===== config.mk =====
export PLATFORM = sky130hd
export DESIGN_NAME = bnn_weight_loader
export DESIGN_NICKNAME = d
export VERILOG_FILES = /design/src/rtl/bnn_weight_loader.sv
export SDC_FILE = /design/constraint.sdc
export NUM_CORES = 1
export LEC_CHECK = 0
export ABC_AREA = 1
export BUFFER_PORTS_ARGS = -buffer_cell sky130_fd_sc_hd__buf_2
export CELL_PAD_IN_SITES_DETAIL_PLACEMENT = 0
export CELL_PAD_IN_SITES_GLOBAL_PLACEMENT = 1
export CORE_ASPECT_RATIO = 1.2
export CORE_MARGIN = 3
export CORE_UTILIZATION = 35
export DETAILED_ROUTE_END_ITERATION = 12
export GPL_TIMING_DRIVEN = 0
export PLACE_DENSITY_LB_ADDON = 0.1
export SYNTH_ARGS = -nofsm -noshare
export SYNTH_HDL_FRONTEND = slang
export SYNTH_SLANG_ARGS = --single-unit

===== constraint.sdc =====
create_clock -name clk -period 1.4 [get_ports clk]
set_clock_uncertainty 0.05 [all_clocks]
set_input_delay 0.21 -clock clk [delete_from_list [all_inputs] [get_ports clk]]
set_output_delay 0.21 -clock clk [all_outputs]
set_load 0.01 [all_outputs]

===== src/rtl/bnn_weight_loader.sv =====
// Streams weight bytes from a host into the BNN core as lo/hi nibble strobes,
// then checks a trailing XOR checksum byte. One session per reset.
module bnn_weight_loader #(
  parameter int NUM_NEURONS = 12,
  parameter int NIB_W       = 4
) (
  input  logic               clk,
  input  logic               rst_n,
  input  logic               ena,
  input  logic               start,
  input  logic [2*NIB_W-1:0] byte_in,
  input  logic               byte_valid,
  output logic               byte_ready,
  output logic [NIB_W-1:0]   nib_out,
  output logic               load_en,
  output logic [4:0]         neuron_idx,
  output logic               busy,
  output logic               done,
  output logic               err
);

  typedef enum logic [2:0] {
    IDLE,
    WAIT,
    LO,
    HI,
    CHK,
    DONE
  } state_t;

  state_t               state;
  logic [2*NIB_W-1:0]   weight_buf;
  logic [2*NIB_W-1:0]   xor_acc;
  logic                 nibble_phase;

  // NOTE: sequential state uses non-blocking (<=) so every register samples
  // pre-edge values; blocking here would create order-dependent simulation.
  always_ff @(posedge clk or negedge rst_n) begin
    if (!rst_n) begin
      state      <= IDLE;
      weight_buf <= '0;
      xor_acc    <= '0;
      neuron_idx <= '0;
      err        <= 1'b0;
    end else if (ena) begin
      case (state)
        IDLE: begin
          if (start) begin
            state   <= WAIT;
            xor_acc <= '0;
          end
        end
        WAIT: begin
          if (byte_valid) begin
            weight_buf <= byte_in;
            xor_acc    <= xor_acc ^ byte_in;
            state      <= LO;
          end
        end
        LO: state <= HI;
        HI: begin
          neuron_idx <= neuron_idx + 5'd1;
          state      <= (neuron_idx == 5'(NUM_NEURONS - 1)) ? CHK : WAIT;
        end
        CHK: begin
          if (byte_valid) begin
            if (byte_in != xor_acc) err <= 1'b1;
            state <= DONE;
          end
        end
        DONE: begin
          // The core's load pointer cannot rewind, so a second session is refused.
          if (start) err <= 1'b1;
        end
        default: state <= IDLE;
      endcase
    end
  end

  // Outputs are decoded from the state register; ena gates the handshake and
  // strobe so nothing is consumed or strobed while the block is frozen.
  assign nibble_phase = (state == LO) || (state == HI);
  assign load_en      = ena && nibble_phase;
  assign byte_ready   = ena && ((state == WAIT) || (state == CHK));
  assign nib_out      = !load_en        ? '0 :
                        (state == HI)   ? weight_buf[2*NIB_W-1:NIB_W] :
                                          weight_buf[NIB_W-1:0];
  assign busy         = (state == WAIT) || nibble_phase || (state == CHK);
  assign done         = (state == DONE);

endmodule

Word level (Yosys, flattened, before mapping):

Index checks and enable logic that the tools add are counted.

* register bits after elaboration: 25
* memories kept: 0
* memory bits (writable): 0
* logic and storage cells: 48
* input bits: 13
* ROM bits: 0
* latch bits: 0

* order comparisons: 0
* $mul: 0
* reductions and logical operators: 14
* eq/ne operators: 12
* $add $sub $neg: 1
* div/mod/pow operators: 0
* bitwise logic cells: 2
* shift-type cells: 0
* mux-type cells: 14

Operators by type and width (count)
* 3-bit case mux with 6 select lines: 1
* 8-bit two-way mux: 2
* 8-bit case mux with 2 select lines: 1
* 3-bit two-way mux: 4
* 2-bit inequality test, second input constant: 5
* 5-bit AND reduction: 2
* 4-bit two-way mux: 2
* 8-bit inequality test: 1
* 8-bit bitwise XOR: 1
* 3-bit by 2-bit equality test with 1-bit output, second input constant: 2
* 3-bit equality test, second input constant: 2
* 5-bit by 1-bit adder with 5-bit output, second input constant: 1
* 5-bit by 4-bit equality test with 1-bit output, second input constant: 1
* 1-bit logical OR: 4
* 4-bit AND reduction: 1
* 2-bit nonzero test: 2
* 3-bit by 1-bit equality test with 1-bit output, second input constant: 1
* 3-bit zero test: 1
* 1-bit two-way mux: 3
* 3-bit AND reduction: 1
* 1-bit logical AND: 2
* 1-bit case mux with 2 select lines: 1
* 2-bit AND reduction: 1
* 1-bit NOT: 1

Longest topological paths before layout:

Gate-level depths: netlist (run 1).

* depth after elaboration: 4
* gate-level depth with buffers: 10
* depth with buffers taken out: 10

Worst setup path after synthesis (run 1):

Ideal clock, no wire load.

* path type: reg-to-output
* start: register state[1]
* end: output nib_out[0]
* stages on the path, launching flop included: 7
* slack: -62 ps
* arrival: 1202 ps
* cells stage by stage: dfrtp_1 -> inv_1 -> nor2_1 -> inv_1 -> nor2_1 -> o21ai_0 -> nor2_1

* longest elaborated chain between the ends: 4

Ends and longest elaborated chain
* start, declared: RTL line 31 `state_t state;`
* start signal, assigned: RTL line 63 `state <= (neuron_idx == 5'(NUM_NEURONS - 1)) ? CHK : WAIT;`
* 3-bit by 2-bit equality test with 1-bit output: RTL line 82 `assign nibble_phase = (state == LO) || (state == HI);`
* 1-bit logical OR (*): RTL line 82
* 1-bit logical AND (*): RTL line 83 `assign load_en = ena && nibble_phase;`
* net load_en: RTL line 15 `output logic load_en,`
* 4-bit two-way mux (*): RTL line 85 `assign nib_out = !load_en ? '0 :`
* end, declared: RTL line 14 `output logic [NIB_W-1:0] nib_out,`

The timed path passes the listed nets; every way through them passes the cells marked *.

Final worst setup path (run 1):

* start: register state[0]
* end: output byte_ready

* longest elaborated chain between the ends: 3

Ends and longest elaborated chain
* 3-bit by 1-bit equality test with 1-bit output or 3-bit equality test (tied branches): RTL line 84 `assign byte_ready = ena && ((state == WAIT) || (state == CHK));`
* 1-bit logical OR (*): RTL line 84
* 1-bit logical AND (*): RTL line 84
* end, declared: RTL line 13 `output logic byte_ready,`

Every way passes the cells marked *; elsewhere a longest branch is shown, timed or not.

==> flow_summary.rst, run 1 <==
.. list-table::
   :header-rows: 1

   * - Metric
     - Value
   * - Run status
     - complete, but fails checks
   * - Violations in the final reports
     - setup timing
   * - GR Overflow Total
     - 0
   * - Cell row count
     - 24
   * - Worst-Margin Slew
     - between 0.5 and 0.6 ns
   * - Core ar.
     - around 3800 um^2
   * - Initial Util
     - 37.67%
   * - Class of the most critical hold timing path
     - in2reg
   * - Die Ht
     - 75.63 um
   * - Global-route wire length before repair
     - 5664 um
   * - Post-synthesis instance area
     - 1414 um^2
   * - DIE WIDTH
     - around 64 um
   * - Number of max-capacitance violations reported
     - 0
   * - Synthesis-to-layout area growth
     - 39.82%
   * - Cell leakage power
     - roughly 1 nW
   * - Number of buffers between clock root and the deepest sink
     - 2
   * - Power per Cell Area
     - 1879 nW/um^2
   * - Post-detail-place hpwl
     - 2428 um
   * - Max rail drop VDD
     - 0.8971 mV
   * - Sink count of the clock tree
     - 25
   * - Initial antenna violation count
     - 0
   * - Commonest cells after routing, fill and taps aside
     - nand2_1 (51), dfrtp_1 (25), buf_2 (24)
   * - Min cycle time layout
     - 1.657 ns
   * - Root Buffer Master
     - clkbuf_8
   * - Period utilisation layout
     - 118.3%
   * - Slew HR
     - 60.51%
   * - Setup violation total in the final timing report
     - 26
   * - IO Pins
     - 27
   * - Via count of the first global-routing pass
     - 1,273
   * - Net Count, Synth
     - 198
   * - Clock tree from TritonCTS
     - built
   * - Number of synthesized register bits
     - 25
   * - Placer congestion estimate
     - roughly 0.76
   * - Placement-stage worst setup slack
     - -0.1439 ns
   * - Critical Path AT
     - between 1 and 1.5 ns
   * - Residual DRC count
     - 0
   * - TritonCTS buffer count
     - 3
   * - Count of vias placed by the detailed router
     - 1,339
   * - Number of H-tree branching levels
     - 1
   * - Final critical-path setup slack
     - -0.2565 ns
   * - Routed vias/inst
     - 4.698
   * - Worst hold slack after final layout
     - 0.1434 ns
   * - Fraction of final layout cells sized beyond drive strength 1
     - roughly two fifths
   * - Antenna cell count
     - 0
   * - Post-detailed-route count of antenna-violating nets
     - 0
   * - Crit Path Max Fanout
     - 5
   * - Total iterations of the first detailed-routing run
     - 4
   * - Clock-pin transition on the worst setup and hold timing paths
     - roughly 0.1 ns
   * - Portion of the post-synthesis area used by sequential elements
     - 44.25%
   * - Count of buffers inserted at the top-level ports
     - 26
   * - Mean routed wirelength per cell
     - 12.39 um
   * - Worst Setup End Kind
     - primary output
   * - Final wirelength
     - 3532 um
   * - Synth Area per Inst
     - 7.684 um^2
   * - Launching element type of the critical path
     - flop
   * - RSZ-0062 raised after global routing
     - true
   * - Endpoint required time on the critical path
     - 1.14 ns
   * - Unique cell type count in the Yosys netlist
     - 24
   * - Clock latency of the later-clocked register in the worst-skew pair
     - between 0.2 and 0.3 ns
   * - Most frequent standard cell in the layout excluding fill and tap cells
     - nand2_1
   * - Fmax
     - between 600 and 700 MHz
   * - Class of the most critical setup path
     - reg2out
   * - Number of design-rule violations left by the first detailed-router iteration
     - 45
   * - Count of pins over their slew limit
     - 0
   * - Yosys warning count
     - 0
   * - Die area
     - ~4800 um^2
   * - Largest net degree at the start of global routing
     - 26
   * - Hold violation count in the final report
     - 0
   * - Global-route usage over all layers
     - 15.24%
   * - Number of nets in the layout
     - between 200 and 250
   * - Number of standard cells after synthesis
     - roughly 180
==> through the flow <==
stage / std cells / total power (W) / instance area [um^2] / utilization (%) / TNS [ns]
after floorplan: 184 / 0.002194 / 1416 / - / 0
after global placement: 262 / 0.002563 / 1612 / 42.93 / -1.805
after global routing: 285 / 0.004000 / 1977 / 52.67 / -6.275
after detailed placement: 262 / 0.002608 / 1612 / 42.93 / -1.705
after CTS: 277 / 0.003338 / 1794 / 47.80 / -2.922
final: 285 / 0.003716 / 1977 / 52.67 / -3.642
==> final timing paths <==
path                            startpoint       endpoint  slack (ns)  cells past startpoint
min in group asynchronous            rst_n  neuron_idx[3]        0.40                      2
worst min register to register         err            err        0.42                      2
worst min-delay path            byte_in[0]  weight_buf[0]        0.14                      3
worst max-delay path              state[0]     byte_ready       -0.26                      6
max in group asynchronous            rst_n       state[2]        0.50                      2
worst max register to register    state[0]     xor_acc[2]       -0.17                      9
==> metal layers <==
layer | vias up | track usage [%] | part of all wire, %
met4 | 0 | 6.954 | 1.4
met1 | 637 | 17.19 | 42
met3 | 4 | 2.802 | 3.6
li1 | 679 | - | -
met5 | - | 0 | 0
met2 | 19 | 28.13 | 53
==> layout make-up <==
cell class,instances,area [um^2]
clock inverters,1,7.507
inverters,30,122.6
flip-flops and latches,25,625.6
well taps,52,65.06
multi-input cells,127,753.2
plain buffers,2,22.52
fillers,365,1777
clock buffers,3,41.29
repair buffers,45,339.1
==> synthesized netlist by cell type (all sizes together) <==
cell type	count	share of area, %
nand2	60	16
inv	29	7.7
o21ai	26	11
dfrtp	25	44
nor2	16	5.5
nand3	11	5.1
nand4	4	1.8
xor2	3	1.9
a21oi	2	0.71
buf	2	1.6
clkinv	1	0.35
ha	1	0.88
mux2	1	0.80
o211ai	1	0.53
o22ai	1	0.88
xnor2	1	0.62
==> sequential cells by signal (all words and copies together), names as in the netlist <==
register	flops
xor_acc	8
weight_buf	8
state	3
neuron_idx	5
err	1
==> what timing repair did <==
action	CTS	global route
gates cloned	0	1
hold endpoints to repair	25	0
pin swaps	5	10
hold buffers	1	0
gates resized for setup	14	41
setup endpoints to repair	28	28
setup buffers	10	8
==> cell families after synthesis <==
group / after synthesis / synth area share, %
adders and majority gates: 1 / 0.8848
xor gates and xnor gates: 4 / 2.478
and+or+nand+nor: 91 / 28.50
DFF: 25 / 44.25
buffers and inverters: 32 / 9.645
muxes: 1 / 0.7964
AOI/OAI and AO/OA: 30 / 13.45
==> where the power goes <==
group	internal, W	switching, W
Clock	0.000202	0.000256
Combinational	0.000950	0.00108
Sequential	0.00100	0.000220
==> critical path, stage by stage, from the launching register on <==
cell and delay [ns]:
dfrtp_1 0.41, inv_4 0.06, buf_12 0.12, nor2_4 0.15
nand2_4 0.10, a21oi_2 0.14, buf_2 0.14
(Power assumes the default switching activity.)
==> inputs of run 2 (changes only) <==
--- a/config.mk
+++ b/config.mk
@@ -11,7 +11,7 @@
 export CELL_PAD_IN_SITES_GLOBAL_PLACEMENT = 1
 export CORE_ASPECT_RATIO = 1.2
 export CORE_MARGIN = 3
-export CORE_UTILIZATION = 35
+export CORE_UTILIZATION = 32
 export DETAILED_ROUTE_END_ITERATION = 12
 export GPL_TIMING_DRIVEN = 0
 export PLACE_DENSITY_LB_ADDON = 0.1
==> run 2 against run 1 <==
  * Sequential power about the same
  * The run still ends with setup timing left
  * Global-route usage down 0.74 points
  * Worst hold slack worse by 0.0022 ns
  * Final area up 0.25%
  * Maximum frequency down 1.3%
  * Count of clock-buffer cells in the layout unchanged
  * Cell count up 1.8%
  * Combinational power down 2%
  * Via count up 2.2%
==> flow_summary.rst, run 2 (same netlist as run 1, synthesis figures left out) <==
.. list-table::
   :header-rows: 1

   * - Metric
     - Value
   * - Initial antenna violation count
     - 0 (unchanged)
   * - DIE WIDTH
     - 66.68 um (+4.2%)
   * - Period utilisation layout
     - 119.8% (+1.5 points)
   * - Sink count of the clock tree
     - 25 (unchanged)
   * - Global-route wire length before repair
     - 5878 um (+3.8%)
   * - Largest registers in the final layout
     - weight_buf (8), xor_acc (8), neuron_idx (5)
   * - Routed vias/inst
     - 4.717 (+0.40%)
   * - Largest net degree at the start of global routing
     - 26 (unchanged)
   * - Placement-stage worst setup slack
     - -0.1811 ns (-0.03719 ns)
   * - Critical Path AT
     - 1.42 ns (+0.02 ns)
   * - Cell row count
     - 25 (+4.2%)
   * - Number of max-capacitance violations reported
     - 0 (unchanged)
   * - Max rail drop VDD
     - 0.5956 mV (-34%)
   * - Count of buffers inserted at the top-level ports
     - 26 (unchanged)
   * - Hold violation count in the final report
     - 0 (unchanged)
   * - Fraction of final layout cells sized beyond drive strength 1
     - 37.71% (-2.6 points)
   * - Launching element type of the critical path
     - flop
   * - Class of the most critical hold timing path
     - in2reg
   * - Clock tree from TritonCTS
     - built
   * - Number of design-rule violations left by the first detailed-router iteration
     - 60 (+33%)
   * - Mean routed wirelength per cell
     - 12.48 um (+0.70%)
   * - Commonest cells after routing, fill and taps aside
     - nand2_1 (54), buf_2 (26), dfrtp_1 (25)
   * - Number of H-tree branching levels
     - 1 (unchanged)
   * - Die area
     - 5255 um^2 (+8.5%)
   * - Power per Cell Area
     - 1838 nW/um^2 (-2.2%)
   * - Clock latency of the later-clocked register in the worst-skew pair
     - 0.27 ns (about the same)
   * - Global-route usage over all layers
     - 14.49% (-0.74 points)
   * - GR Overflow Total
     - 0 (unchanged)
   * - Min cycle time layout
     - 1.678 ns (+0.02134 ns)
   * - Post-detail-place hpwl
     - 2569 um (+5.8%)
   * - Worst hold slack after final layout
     - 0.1412 ns (-0.002214 ns)
   * - Crit Path Max Fanout
     - 5 (unchanged)
   * - Number of nets in the layout
     - 251 (+1.2%)
   * - Setup violation total in the final timing report
     - 27 (+3.8%)
   * - Finished Layout Cells
     - 290 (+1.8%)
   * - Slew HR
     - 61.07% (+0.56 points)
   * - Placer congestion estimate
     - 0.7849 (+2.6%)
   * - Die Ht
     - 78.82 um (+4.2%)
   * - Worst-Margin Slew
     - 0.5840 ns (-0.008425 ns)
   * - Clock-pin transition on the worst setup and hold timing paths
     - 0.10 ns (about the same)
   * - Residual DRC count
     - 0 (unchanged)
   * - Run status
     - complete, but fails checks
   * - Number of buffers between clock root and the deepest sink
     - 2 (unchanged)
   * - Core ar.
     - 4098 um^2 (+9.2%)
   * - Worst setup slack for register-to-register paths
     - -0.16 ns (about the same)
   * - Via count of the first global-routing pass
     - 1,305 (+2.5%)
   * - Class of the most critical setup path
     - reg2out
   * - Worst Setup End Kind
     - primary output
   * - Root Buffer Master
     - clkbuf_8
   * - TritonCTS buffer count
     - 3 (unchanged)
   * - Cell leakage power
     - 1.005 nW (+1.0%)
   * - Most frequent standard cell in the layout excluding fill and tap cells
     - nand2_1
   * - Fmax
     - 596.0 MHz (-1.3%)
   * - RSZ-0062 raised after global routing
     - true
   * - Initial Util
     - 34.50% (-3.2 points)
   * - Cell count after placement
     - 264 (+0.76%)
   * - Antenna cell count
     - 0 (unchanged)
   * - Synthesis-to-layout area growth
     - 40.18%
   * - IO Pins
     - 27 (unchanged)
   * - Violations in the final reports
     - setup timing
   * - Total iterations of the first detailed-routing run
     - 4 (unchanged)
   * - Final critical-path setup slack
     - -0.2779 ns (-0.02134 ns)
   * - Count of pins over their slew limit
     - 0 (unchanged)
   * - Count of vias placed by the detailed router
     - 1,368 (+2.2%)
   * - Post-detailed-route count of antenna-violating nets
     - 0 (unchanged)
   * - Final wirelength
     - 3619 um (+2.5%)
   * - Endpoint required time on the critical path
     - 1.14 ns (about the same)
[run 2: cell count changes in the layout (fill, tap and decap cells not counted), moves of 2 or more]
cell,change
buf_2,+2
buf_4,+3
buf_6,-2
nand2_1,+3
nand2_2,-3
nand3_1,+3
nand3_2,-3
o21ai_0,+2
[run 2: cell type report]
class | count | area (um^2)
fillers | 410 | 2116
multi-input cells | 127 | 735.7
flip-flops and latches | 25 | 625.6
repair buffers | 48 | 341.6
inverters | 30 | 130.1
well taps | 54 | 67.56
clock buffers | 3 | 41.29
plain buffers | 2 | 35.03
clock inverters | 1 | 5.005
[run 2: worst max-delay path: stages (launching register included)]
cell	delay, ns
dfrtp_1	0.42
nor2_4	0.14
inv_2	0.06
nor2_4	0.15
o21ai_1	0.09
nor2_1	0.14
buf_2	0.15
[run 2: through the flow]
stage	utilization, %	TNS (ns)	power, W	area [um^2]
2_1_floorplan	-	0	0.002194	1416
3_3_place_gp	39.39	-2.031	0.002570	1614
3_5_place_dp	39.39	-2.655	0.002631	1614
4_1_cts	43.69	-3.104	0.003310	1790
5_1_grt	48.37	-5.803	0.003938	1982
6_report	48.37	-3.469	0.003643	1982
[run 2: final timing paths]
check | start | endpoint | depth (start not counted)
max | state[2] | nib_out[3] | 6
min | byte_in[2] | weight_buf[2] | 3
max reg2reg | state[1] | weight_buf[5] | 9
min reg2reg | err | err | 2
max in group asynchronous | rst_n | xor_acc[5] | 2
min in group asynchronous | rst_n | neuron_idx[3] | 2
[run 2: power breakdown]
part           total (W)  switching (W)  internal, W
Combinational    0.00199        0.00110     0.000893
Sequential       0.00121       0.000210      0.00100
Clock           0.000438       0.000239     0.000199
[run 2: layer usage]
metal	GRT usage (%)	share of wire, %	vias up
met5	0	0	-
met4	6.504	2.0	0
met3	2.263	4.9	6
met2	24.70	51	34
met1	17.66	42	646
li1	-	-	682
[run 2: what timing repair did]
action	in CTS	in global routing
pin swaps	6	10
setup buffers	9	11
hold endpoints to repair	25	0
hold buffers	1	0
cloned	0	1
gates resized for setup	24	24
endpoints found under the setup margin	29	29
